===== config.mk =====
export PLATFORM = sky130hd
export DESIGN_NAME = periph_wb_reg_bridge
export DESIGN_NICKNAME = d
export VERILOG_FILES = /design/src/rtl/periph_wb_reg_bridge.sv
export SDC_FILE = /design/constraint.sdc
export NUM_CORES = 1
export LEC_CHECK = 0
export CAP_MARGIN = 20
export CORE_MARGIN = 5
export CORE_UTILIZATION = 37
export CTS_CLUSTER_DIAMETER = 80
export CTS_CLUSTER_SIZE = 8
export DETAILED_ROUTE_END_ITERATION = 10
export PLACE_DENSITY_LB_ADDON = 0.2
export SETUP_SLACK_MARGIN = 0.3
export SLEW_MARGIN = 20
export SYNTH_ARGS = -nofsm -noshare
export SYNTH_HDL_FRONTEND = slang
export SYNTH_SLANG_ARGS = --single-unit

===== constraint.sdc =====
create_clock -name app_clk -period 1.76 [get_ports app_clk]
set_input_delay 0.352 -clock app_clk [delete_from_list [all_inputs] [get_ports app_clk]]
set_output_delay 0.352 -clock app_clk [all_outputs]
set_load 0.1 [all_outputs]

===== src/rtl/periph_wb_reg_bridge.sv =====
// Wishbone-classic slave to peripheral reg_cs/reg_ack request bus.
// Optional hung-access timeout: define PERIPH_BRIDGE_TIMEOUT_EN.
module periph_wb_reg_bridge #(
    parameter int unsigned TIMEOUT_CYC = 255,
    parameter logic [31:0] ERR_DATA    = 32'hDEAD_BEEF
) (
    input  logic        app_clk,
    input  logic        reset_n,
    input  logic        wbs_cyc_i,
    input  logic        wbs_stb_i,
    input  logic        wbs_we_i,
    input  logic [8:0]  wbs_adr_i,
    input  logic [31:0] wbs_dat_i,
    input  logic [3:0]  wbs_sel_i,
    output logic [31:0] wbs_dat_o,
    output logic        wbs_ack_o,
    output logic        wbs_err_o,
    output logic        reg_cs,
    output logic        reg_wr,
    output logic [8:0]  reg_addr,
    output logic [31:0] reg_wdata,
    output logic [3:0]  reg_be,
    input  logic [31:0] reg_rdata,
    input  logic        reg_ack,
    output logic [7:0]  err_cnt
);

    typedef enum logic [1:0] {S_IDLE, S_REQ, S_RESP, S_DRAIN} state_t;

    state_t      r_state, w_next;
    logic        r_resp_err;
    logic [31:0] r_dat;
    logic [7:0]  r_err_cnt;
    logic        r_wr;
    logic [8:0]  r_addr;
    logic [31:0] r_wdata;
    logic [3:0]  r_be;

    logic w_req, w_mapped, w_timeout;
    logic w_accept, w_load_err, w_load_rd;

    assign w_req    = wbs_cyc_i & wbs_stb_i;
    assign w_mapped = (wbs_adr_i[8:6] <= 3'd4);

`ifdef PERIPH_BRIDGE_TIMEOUT_EN
    localparam int unsigned CNT_W = $clog2(TIMEOUT_CYC + 1);
    logic [CNT_W-1:0] r_to_cnt;

    always_ff @(posedge app_clk or negedge reset_n) begin
        if (!reset_n) begin
            r_to_cnt <= '0;
        end else if ((r_state == S_REQ || r_state == S_DRAIN) && (w_next == r_state)) begin
            r_to_cnt <= r_to_cnt + CNT_W'(1);
        end else begin
            r_to_cnt <= '0;
        end
    end

    // reg_ack on the timeout edge wins
    assign w_timeout = (r_to_cnt == CNT_W'(TIMEOUT_CYC - 1)) && !reg_ack;
`else
    // TIMEOUT_CYC is at least 2, so this is constant 0
    assign w_timeout = (TIMEOUT_CYC == 0);
`endif

    always_ff @(posedge app_clk or negedge reset_n) begin
        if (!reset_n) begin
            r_state <= S_IDLE;
        end else begin
            r_state <= w_next;
        end
    end

    always_comb begin
        w_next     = r_state;
        w_accept   = 1'b0;
        w_load_err = 1'b0;
        w_load_rd  = 1'b0;
        case (r_state)
            S_IDLE: begin
                if (w_req) begin
                    if (w_mapped) begin
                        w_accept = 1'b1;
                        w_next   = S_REQ;
                    end else begin
                        w_load_err = 1'b1;
                        w_next     = S_RESP;
                    end
                end
            end
            S_REQ: begin
                // an ack or timeout coinciding with master abort ends silently
                if (reg_ack) begin
                    if (wbs_cyc_i) begin
                        w_load_rd = !r_wr;
                        w_next    = S_RESP;
                    end else begin
                        w_next = S_IDLE;
                    end
                end else if (w_timeout) begin
                    if (wbs_cyc_i) begin
                        w_load_err = 1'b1;
                        w_next     = S_RESP;
                    end else begin
                        w_next = S_IDLE;
                    end
                end else if (!wbs_cyc_i) begin
                    w_next = S_DRAIN;
                end
            end
            S_RESP:  w_next = S_IDLE;
            S_DRAIN: begin
                if (reg_ack || w_timeout) begin
                    w_next = S_IDLE;
                end
            end
            default: w_next = S_IDLE;
        endcase
    end

    always_ff @(posedge app_clk or negedge reset_n) begin
        if (!reset_n) begin
            r_resp_err <= 1'b0;
            r_dat      <= '0;
            r_err_cnt  <= '0;
            r_wr       <= 1'b0;
            r_addr     <= '0;
            r_wdata    <= '0;
            r_be       <= '0;
        end else begin
            if (w_accept) begin
                r_wr    <= wbs_we_i;
                r_addr  <= wbs_adr_i;
                r_wdata <= wbs_dat_i;
                r_be    <= wbs_sel_i;
            end
            if (w_load_err) begin
                r_dat <= ERR_DATA;
            end else if (w_load_rd) begin
                r_dat <= reg_rdata;
            end
            if (w_load_err && (r_err_cnt != 8'hFF)) begin
                r_err_cnt <= r_err_cnt + 8'd1;
            end
            if (w_next == S_RESP) begin
                r_resp_err <= w_load_err;
            end
        end
    end

    assign reg_cs    = (r_state == S_REQ) || (r_state == S_DRAIN);
    assign reg_wr    = r_wr;
    assign reg_addr  = r_addr;
    assign reg_wdata = r_wdata;
    assign reg_be    = r_be;
    assign wbs_dat_o = r_dat;
    assign wbs_ack_o = (r_state == S_RESP) && !r_resp_err;
    assign wbs_err_o = (r_state == S_RESP) && r_resp_err;
    assign err_cnt   = r_err_cnt;

endmodule


After elaboration in Yosys (flattened, before gate mapping)
Index checks and enable logic that the tools add are counted.
{"block": "word_totals", "regBits": 89, "input_bits": 83, "elab_cells": 42}
{"block": "op_classes", "addsub": 1, "order_cmp": 1, "n_eq_ne": 5, "n_mux": 18, "bitwise": 1, "n_reduce_logical": 8}
{"op": "32-bit 2-to-1 mux", "count": 2}
{"op": "2-bit 2-to-1 mux", "count": 6}
{"op": "1-bit 2-to-1 mux", "count": 9}
{"op": "8-bit by 1-bit adder with 8-bit output (second input constant)", "count": 1}
{"op": "8-bit inequality test (second input constant)", "count": 1}
{"op": "2-bit one-hot mux with 4 select lines", "count": 1}
{"op": "2-bit == test (second input constant)", "count": 3}
{"op": "3-bit <= comparator (second input constant)", "count": 1}
{"op": "1-bit logical AND", "count": 3}
{"op": "2-bit by 1-bit == test with 1-bit output (second input constant)", "count": 1}
{"op": "1-bit logical NOT", "count": 2}
{"op": "2-bit logical NOT", "count": 1}
{"op": "2-bit nonzero test", "count": 1}
{"op": "1-bit AND", "count": 1}
{"op": "1-bit logical OR", "count": 1}

Depth between registers and ports, before layout
{"block": "logic_depth", "depth_word": 6, "mapped_depth": 6}

Worst setup path before layout
No wires, ideal clock.
{"block": "synth_timing", "path_type": "register to output", "start": "register r_state[0]", "end": "output port wbs_ack_o", "arrival_ns": 2.624, "setup_slack_ns": -1.216, "stages_incl_launch_ff": 2, "path_buffers": 0, "path_cell_list": "dfrtp_1 -> nor3b_1"}
{"block": "synth_between", "elab_chain_len": 2}
{"element": "start, declared", "line_no": "30", "text": "state_t r_state, w_next;"}
{"element": "start signal, assigned", "line_no": "70", "text": "r_state <= w_next;"}
{"element": "2-bit == test", "line_no": "157", "text": "assign wbs_ack_o = (r_state == S_RESP) && !r_resp_err;"}
{"element": "1-bit logical AND", "line_no": "157"}
{"element": "end, declared", "line_no": "16", "text": "output logic wbs_ack_o,"}
Every way passes these cells.

Final worst setup path
Ends and elaborated chain as after synthesis.

==> results.md <==
- Status: finished, final reports clean
- Worst-Margin Slew: 0.306 ns
- Die ar.: 11,800 sq um
- Yosys warnings: 0
- Die width: 108 microns
- Total clock sinks: 89
- Post-synth top cells: dfrtp_1 (89), mux2_4 (39), o22a_1 (24), a22o_1 (8), mux2_2 (7)
- Iter 0 DRT Violations: 56
- Mean post-synth cell area: 16.5 sq um
- Fraction of registers with async set/reset: 100%
- FF+latch count, synth: 89
- Share of layout cells above drive strength 1: 50.1%
- Num CTS Buffers: 9
- Total grt overflow: 0
- Setup-failing EPs final: 0
- Critical path arrival: 1.29 ns
- H-Tree Depth: 3
- Number of synthesized flops with an enable pin: 0
- CP max FO: 3
- CP Depth: 3
- Largest area contributor in the netlist: dfrtp_1
- Pin count of the biggest net entering global routing: 46
- WP buf/inv: 2
- CP Class: reg2out
- First-pass GRT wire length: 15,600 microns
- Reg2Reg Setup Slack: 0.12 ns
- Vias: 2,692
- Post-synth top flop: dfrtp_1
- Worst Hold Path Cells: 2
- Starting density of the core: 37.4%
- DRT Pass-1 Iters: 3
- Post-route ant nets: 0
- Net count after synthesis: 302
- Antenna cells: 0
- Post-route DRC: 0
- Critical path's slowest cell: dfrtp_1
- Synth Cell Area: 3590 sq um
- GRT Overall Usage: 17.3%
- CTS tree: done
- Cell with the most instances after synthesis: dfrtp_1
- Max-slew headroom: 79.6%
- Static Leak: 3.15 nW
- # nets final: 514
- Minimum clock period: 1.64 ns
- Register area share after synthesis: 62.1%
- Max-cap violation count: 0
- Unrepaired setup endpoints after global routing: true
- Reg clk slew, reported paths: 0.08 ns
- Reg2Reg Depth: 6
- Worst hold path type: in2reg
- Top Family by Delay on Critical Path: flip-flops
- Post-Layout Cell Count: 568
- Vias per cell: 4.74
- Gate Count Post-Synth: 218
- WP data required: 1.41 ns
- Delay of the slowest critical-path stage: 0.42 ns
- Pwr per Cell Area: 1900 nW/um^2
- Rows: 36
- Skew final: 0.0109 ns
- Peak VDD IR: 1.53 mV
- Unique masters post-synth: 33
- CTS root buf: clkbuf_8
- Crit path capture type: output pin
- Die height: 108 microns
- Wire per inst: 17.5 microns
- CTS max path bufs: 2
- Worst path cell trace: buf_6, nor3b_4, buf_12
- Io pins: 172
- Post-synth top area share: 62.1%
- Final Power: 13.3 mW
- F_max: 608 MHz
- Final GP Congestion: 0.756
- Final period util: 93.4%
- Detailed Place HPWL: 7340 microns
- Clk Latency, worst-skew pair: 0.35 ns
- Initial antenna violation count: 0
- Core Region: 9590 sq um
- Final Routed Wirelength: 9930 microns
- Final core occ: 73.2%
- Syn-to-layout area delta: 95.8%
- Startpoint types: register
- Synth area leaders: dfrtp_1 (62%), mux2_4 (16%), o22a_1 (5.9%)
- Final hold violations: 0
- Vias in the first global route: 2,914
- Cells after DPL: 534
- # port buffers: 171
- Fillers: 609
- Fin. max-slew vios: 0
## where the power goes
group          switching (mW)  leakage (nW)  internal [mW]
Clock                   0.723         0.110          0.745
Combinational            5.22          2.02           3.26
Sequential              0.713          1.03           2.67
Total                    6.65          3.15           6.68
## cell usage in the layout (no fill, tap or decap), drive strengths merged, types with 4 or more instances in the layout
cell type,count
dfrtp,89
inv,4
xnor2,5
nor2,5
a22o,8
clkdlybuf4s50,79
mux2,46
buf,129
o22a,24
clkbuf,11
and3,4
## through the flow
stage | area (sq um) | hold slack [ns] | setup TNS, ns | setup slack (ns)
floorplan | 3690 | 0.0564 | -0.105 | -0.0377
global placement | 6560 | 0.262 | -9.41 | -0.131
detailed placement | 6560 | 0.263 | -13.35 | -0.200
CTS | 6970 | 0.411 | 0 | 0.0956
global route | 7020 | 0.386 | 0 | 0.0399
finish | 7020 | 0.366 | 0 | 0.116
## sequential cells by signal, summed over array words and instances, names as in the netlist
name	flops
err_cnt	8
reg_wr	1
wbs_dat_o	32
r_resp_err	1
reg_wdata	32
r_state	2
reg_addr	9
reg_be	4
## worst paths after layout
check,start,end
worst min register to register,err_cnt[5],err_cnt[5]
worst min-delay path,wbs_adr_i[7],reg_addr[7]
worst max register to register,err_cnt[0],err_cnt[4]
min in group asynchronous,reset_n,reg_wdata[9]
max in group asynchronous,reset_n,err_cnt[2]
worst max-delay path,r_state[0],wbs_ack_o
## layout make-up
cell class	count	area [sq um]	area share, %
inverters	2	7.51	0.107
well taps	133	166	2.37
repair buffers	211	3050	43.4
flip-flops and latches	89	2250	32.0
clock buffers	11	151	2.16
multi-input cells	117	1340	19.1
clock inverters	5	61.3	0.873
## per-layer routing
metal	vias up	GRT usage, %	part of all wire, %
met2	93	29.2	52
met5	-	0	0
met4	0	5.95	1.3
met3	11	4.96	6.8
li1	1223	-	-
met1	1365	21.1	40
## cells by family (layout without fill, tap and decap cells)
family | count (synthesis) | in the layout | share of synthesized area [%]
AO/OA/AOI/OAI | 39 | 39 | 9.73
AND/OR/NAND/NOR | 23 | 23 | 4.74
buffers and inverters | 12 | 229 | 2.62
flip-flops | 89 | 89 | 62.1
adder cells (fa/ha/maj) | 1 | 1 | 0.349
multiplexers | 46 | 46 | 18.5
XOR/XNOR | 8 | 8 | 1.95
## repair_timing
item | 4_1_cts | 5_1_grt
hold buffers | 1 | 0
endpoints found under the setup margin | 89 | 90
hold endpoints to repair | 20 | 0
setup buffers | 12 | 3
cloned | 2 | 0
pin swaps | 8 | 5
gates resized for setup | 15 | 7
Note: power is estimated with default switching activity, not from simulation.
